==> src/rtl/cpu_defs_pkg.sv <==
// Shared CPU definitions: load opcodes, write-back FSM states and HI/LO write-mask bits.
package cpu_defs_pkg;

    localparam logic [5:0] OP_LB  = 6'b100000;
    localparam logic [5:0] OP_LBU = 6'b100100;
    localparam logic [5:0] OP_LH  = 6'b100001;
    localparam logic [5:0] OP_LHU = 6'b100101;
    localparam logic [5:0] OP_LW  = 6'b100011;

    localparam int unsigned WHILO_HI = 1;
    localparam int unsigned WHILO_LO = 0;

    typedef enum logic [1:0] {
        IDLE  = 2'd0,
        WAIT  = 2'd1,
        READY = 2'd2,
        DRAIN = 2'd3
    } wb_state_e;

endpackage

==> src/rtl/load_extract.sv <==
// Little-endian byte/halfword selection and sign/zero extension of load data.
module load_extract #(
    parameter int unsigned DW = 32
) (
    input  logic [5:0]    op_i,
    input  logic [1:0]    addr_lo_i,
    input  logic [DW-1:0] rdata_i,
    output logic [DW-1:0] value_o
);
    import cpu_defs_pkg::*;

    logic [7:0]  byte_sel;
    logic [15:0] half_sel;

    always_comb begin
        byte_sel = rdata_i[{addr_lo_i, 3'b000} +: 8];
        // addr_lo_i[0] is deliberately ignored: misaligned halfwords fault in MEM.
        half_sel = addr_lo_i[1] ? rdata_i[16 +: 16] : rdata_i[0 +: 16];
        case (op_i)
            OP_LB:   value_o = {{(DW-8){byte_sel[7]}}, byte_sel};
            OP_LBU:  value_o = {{(DW-8){1'b0}}, byte_sel};
            OP_LH:   value_o = {{(DW-16){half_sel[15]}}, half_sel};
            OP_LHU:  value_o = {{(DW-16){1'b0}}, half_sel};
            default: value_o = rdata_i;
        endcase
    end

endmodule

==> src/rtl/wb_stage.sv <==
// Write-back stage: holds one retiring instruction, waits for load data and commits GPR/HI/LO.
module wb_stage #(
    parameter int unsigned DW = 32
) (
    input  logic          clk_i,
    input  logic          rst_i,
    input  logic          mem_valid_i,
    input  logic          mem_wreg_i,
    input  logic [4:0]    mem_waddr_i,
    input  logic [DW-1:0] mem_result_i,
    input  logic          mem_rmem_i,
    input  logic [5:0]    mem_op_i,
    input  logic [1:0]    mem_addr_lo_i,
    input  logic [1:0]    mem_whilo_i,
    input  logic [DW-1:0] mem_hi_i,
    input  logic [DW-1:0] mem_lo_i,
    input  logic          wb_flush_i,
    input  logic [DW-1:0] dmem_rdata_i,
    input  logic          dmem_data_ok_i,
    output logic          wb_stall_req_o,
    output logic          wb_we_o,
    output logic [4:0]    wb_waddr_o,
    output logic [DW-1:0] wb_wdata_o,
    output logic [DW-1:0] hi_o,
    output logic [DW-1:0] lo_o
);
    import cpu_defs_pkg::*;

    wb_state_e     state_q, state_d;
    logic          valid_q, wreg_q, rmem_q;
    logic [4:0]    waddr_q;
    logic [DW-1:0] result_q, hi_in_q, lo_in_q;
    logic [5:0]    op_q;
    logic [1:0]    addr_lo_q, whilo_q;
    logic [DW-1:0] load_data_q, load_value;
    logic [DW-1:0] hi_q, lo_q;
    logic          accept, hold, commit, hilo_commit;

    load_extract #(.DW(DW)) u_load_extract (
        .op_i      (op_q),
        .addr_lo_i (addr_lo_q),
        .rdata_i   (dmem_rdata_i),
        .value_o   (load_value)
    );

    assign wb_stall_req_o = (state_q == WAIT) || (state_q == DRAIN);
    assign accept         = mem_valid_i && !wb_stall_req_o && !wb_flush_i;
    assign hold           = wb_stall_req_o || (state_q == READY);

    // Non-load entries only ever sit in IDLE; loads commit only from READY.
    assign commit      = valid_q && !wb_flush_i && (!rmem_q || (state_q == READY));
    assign hilo_commit = valid_q && !rmem_q && !wb_flush_i;

    assign wb_we_o    = commit && wreg_q && (waddr_q != 5'd0);
    assign wb_waddr_o = waddr_q;
    assign wb_wdata_o = rmem_q ? load_data_q : result_q;
    assign hi_o       = hi_q;
    assign lo_o       = lo_q;

    always_comb begin
        state_d = state_q;
        case (state_q)
            IDLE:    if (accept && mem_rmem_i) state_d = WAIT;
            WAIT: begin
                if (wb_flush_i)          state_d = dmem_data_ok_i ? IDLE : DRAIN;
                else if (dmem_data_ok_i) state_d = READY;
            end
            READY:   state_d = (accept && mem_rmem_i) ? WAIT : IDLE;
            DRAIN:   if (dmem_data_ok_i) state_d = IDLE;
            default: state_d = IDLE;
        endcase
    end

    always_ff @(posedge clk_i) begin
        if (rst_i) begin
            state_q     <= IDLE;
            valid_q     <= 1'b0;
            wreg_q      <= 1'b0;
            rmem_q      <= 1'b0;
            waddr_q     <= 5'd0;
            result_q    <= '0;
            op_q        <= 6'd0;
            addr_lo_q   <= 2'd0;
            whilo_q     <= 2'd0;
            hi_in_q     <= '0;
            lo_in_q     <= '0;
            load_data_q <= '0;
            hi_q        <= '0;
            lo_q        <= '0;
        end else begin
            state_q <= state_d;
            if (accept) begin
                valid_q   <= 1'b1;
                wreg_q    <= mem_wreg_i;
                rmem_q    <= mem_rmem_i;
                waddr_q   <= mem_waddr_i;
                result_q  <= mem_result_i;
                op_q      <= mem_op_i;
                addr_lo_q <= mem_addr_lo_i;
                whilo_q   <= mem_whilo_i;
                hi_in_q   <= mem_hi_i;
                lo_in_q   <= mem_lo_i;
            end else if (wb_flush_i || !hold) begin
                valid_q <= 1'b0;
            end
            if (state_q == WAIT && dmem_data_ok_i && !wb_flush_i) load_data_q <= load_value;
            if (hilo_commit && whilo_q[WHILO_HI]) hi_q <= hi_in_q;
            if (hilo_commit && whilo_q[WHILO_LO]) lo_q <= lo_in_q;
        end
    end

endmodule

==> config.mk <==
export PLATFORM = sky130hd
export DESIGN_NAME = wb_stage
export DESIGN_NICKNAME = d
export VERILOG_FILES = /design/src/rtl/cpu_defs_pkg.sv /design/src/rtl/load_extract.sv /design/src/rtl/wb_stage.sv
export SDC_FILE = /design/constraint.sdc
export NUM_CORES = 1
export LEC_CHECK = 0
export BUFFER_PORTS_ARGS = -buffer_cell sky130_fd_sc_hd__buf_2
export CAP_MARGIN = 30
export CORE_ASPECT_RATIO = 0.75
export CORE_MARGIN = 2
export CORE_UTILIZATION = 55
export CTS_CLUSTER_SIZE = 10
export DETAILED_ROUTE_END_ITERATION = 12
export GPL_TIMING_DRIVEN = 0
export HOLD_SLACK_MARGIN = 0.12
export PLACE_DENSITY = 0.85
export SYNTH_ARGS = -nofsm -noshare
export SYNTH_HDL_FRONTEND = slang
export SYNTH_SLANG_ARGS = --single-unit
==> constraint.sdc <==
create_clock -name clk_i -period 2.9 [get_ports clk_i]
set_input_delay 0.435 -clock clk_i [delete_from_list [all_inputs] [get_ports clk_i]]
set_output_delay 0.435 -clock clk_i [all_outputs]
set_load 0.01 [all_outputs]
==> results.md <==
* Gr usage total at 29.37%
* Run status: complete, no violations
* Clk root buf: clkbuf_16
* Count of pins over their slew limit at 0
* # H-tree levels at 1
* Core Footprint at between 10000 and 15000 um2
* Synth area leaders: dfxtp_1 52%, nand2_1 18%, a21oi_1 11%
* Synth Area in XOR/XNOR at 0.1068%
* Post-route clock period utilization at 93.84%
* Max-Cap Viols at 0
* Routed vias/inst at roughly 5.4
* Warnings, synthesis at 0
* Library cells used by synthesis at 35
* TritonCTS clock tree: done
* Dpl hpwl at between 15000 and 20000 um
* Most frequent cell after synthesis: nand2_1
* Setup_tns at 0 ns
* Ys async rst share at 0%
* Layout cells sized above 1 at 26.57%
* IO buf count at about 250
* Worst Setup End Kind: primary output
* Startpoint Class: flop
* Initial antenna violation count at 5
* Sequential fraction of the synthesis area at 51.76%
* Mux cell area share after synthesis at between 6 and 7%
* Post-synth EDFFs at 0
* Leading area contributor after synthesis: dfxtp_1
* Compound-Gate Fraction of Synth Area at 17.29%
* Die span in y at 109.7 um
* Worst Tran Pin Value at 0.9325 ns
* RSZ-0062 raised after global routing: no
* Clock transition at path regs at approximately 0.05 ns
* Fill count at 1177
* Setup-failing EPs final at 0
* Top cell type's share of synthesized area at 51.76%
* Largest family of logic cells by synthesized area: simple AND/OR/NAND/NOR gates
* Clk sink count at 212
* Required time of the critical path at 2.47 ns
* Global route overflow at 0
* Total CTS buffers at 25
* Hold Violations, Final at 0
* Slew HR at between 30% and 40%
* Mapped cell area at 8199 um2
* I/O Pins at 253
* First-pass DRT Iterations at 5
* Chip width at between 100 and 150 um
* # nets final at 1455
* VDD IR max at 0.4947 mV
* Synthesized Nets at between 1000 and 1500
* Critical path data arrival time at 2.29 ns
* Top cells by count, synth: 389 x nand2_1, 212 x dfxtp_1, 188 x a21oi_1, 63 x clkbuf_1, 33 x mux2_2
* First-pass GRT wire length at between 30000 and 40000 um
* DR iter-0 viols at 487
* Die area at between 15000 and 20000 um2
* Clk Latency, worst-skew pair at roughly 0.5 ns
* Post-CTS setup buffer count at 0
* Hold Crit Class: primary input to flop
* Pin count of the biggest net entering global routing at 13
* Antenna Nets Post-Route at 0
* Routed WL at ~24000 um
* Starting Density at 56.54%
* #FFs+latches synth at 212
* Finished Layout Cells at roughly 1500
* RePlAce Congestion at 0.9508
* Maximum clock rate at 0.3675 GHz
* Leakage power at 4.354 nW
* Critical path fanouts, max at 10
* Layout area overhead at 26.49%
* Adder-cell share of the synthesized area at 0%
* Synth Area in Simple Gates at 20.65%
* Power density cells at 594.8 nW/um2
* Cell count after synthesis at 1026
* Vias in the first global route at 7312
* Worst-case clock buffer depth at 3
* Fin crit period at 2.721 ns
* Drt drc at 0
* Cells after DPL at 1478
* Clock skew at 0.01683 ns
* Synth Flop Type: dfxtp_1
* Via count at 8138
* Avg Cell Area, Syn at 7.991 um2
* Setup CP Type: flop to primary output
* Routed len/inst at approximately 16 um
* Standard-cell rows at 38
layout make-up:
class	instances	area (um2)	area share [%]
Sequential cell	212	4244	40.92
Multi-Input combinational cell	731	3618	34.89
Timing Repair Buffer	252	1261	12.16
Clock buffer	26	629.4	6.068
Buffer	80	326.6	3.149
Tap cell	200	250.2	2.413
Clock inverter	2	17.52	0.1689
Antenna cell	5	12.51	0.1206
Inverter	3	11.26	0.1086
where the power goes:
group          internal (W)  switching (W)
Clock               0.00152        0.00108
Combinational      0.000211       0.000315
Sequential          0.00300      0.0000461
final timing paths:
kind | startpoint | endpoint | slack (ns) | cells after the start
setup / recovery | rmem_q | wb_wdata_o[25] | 0.18 | 4
hold / removal | mem_waddr_i[1] | wb_waddr_o[1] | 0.17 | 3
setup reg to reg | state_q[0] | hi_in_q[13] | 0.54 | 6
hold reg to reg | lo_o[31] | lo_o[31] | 0.45 | 2
cells in the final DEF, fill, tap and decap left out, types with 5 or more instances in the layout:
master,Yosys,layout
clkbuf_1,63,63
mux2_2,33,33
mux2i_1,6,6
a21oi_2,10,10
o22ai_1,9,9
a21oi_1,188,188
nand2_1,389,389
buf_2,14,266
dfxtp_1,212,212
and3_1,5,5
clkbuf_16,0,25
nor2_1,14,14
a31oi_1,7,7
diode_2,0,5
o21ai_0,27,27
nand2b_1,8,8
a211oi_1,5,5
timing repair:
item | CTS | global route
hold buffers | 0 | 0
gates resized for setup | 0 | 2
setup endpoints to repair | 0 | 10
endpoints found under the hold margin | 0 | 0
stage by stage:
step	hold slack [ns]	util [%]	power (W)	instance area (um2)	setup WS [ns]
6_report	0.1660	71.52	0.006169	10370	0.1786
5_1_grt	0.1698	71.48	0.006387	10370	0.02024
3_5_place_dp	0.4429	66.96	0.003617	9711	0.5186
4_1_cts	0.1497	71.42	0.006198	10360	0.02458
3_3_place_gp	0.4388	66.96	0.003605	9711	0.5516
2_1_floorplan	0.4321	-	0.003378	8199	1.173
cells by family after synthesis:
| family | count (synthesis) |
|---|---|
| simple gates | 429 |
| compound gates | 259 |
| flops | 212 |
| buf+inv | 83 |
| mux | 42 |
| xor+xnor | 1 |
flip-flops by register name, indices dropped and copies added (netlist names):
name and cells:
wb_waddr_o 5, wreg_q 1, lo_o 32, result_q 32, state_q 2, op_q 6, hi_o 32, whilo_q 2
hi_in_q 32, rmem_q 1, lo_in_q 32, valid_q 1, addr_lo_q 2, load_data_q 32
layer usage:
layer / GRT usage, % / wire length (um)
met2: 45.58 / 10480
met4: 9.052 / 632
met5: 0 / 0
met3: 6.390 / 2225
met1: 41.37 / 10870
worst max-delay path: stages (launching register included):
cell,delay [ns]
dfxtp_1,0.30
clkbuf_1,0.40
clkbuf_1,0.52
mux2_2,0.42
buf_2,0.14
No activity file was read; power rests on OpenSTA's default activity.
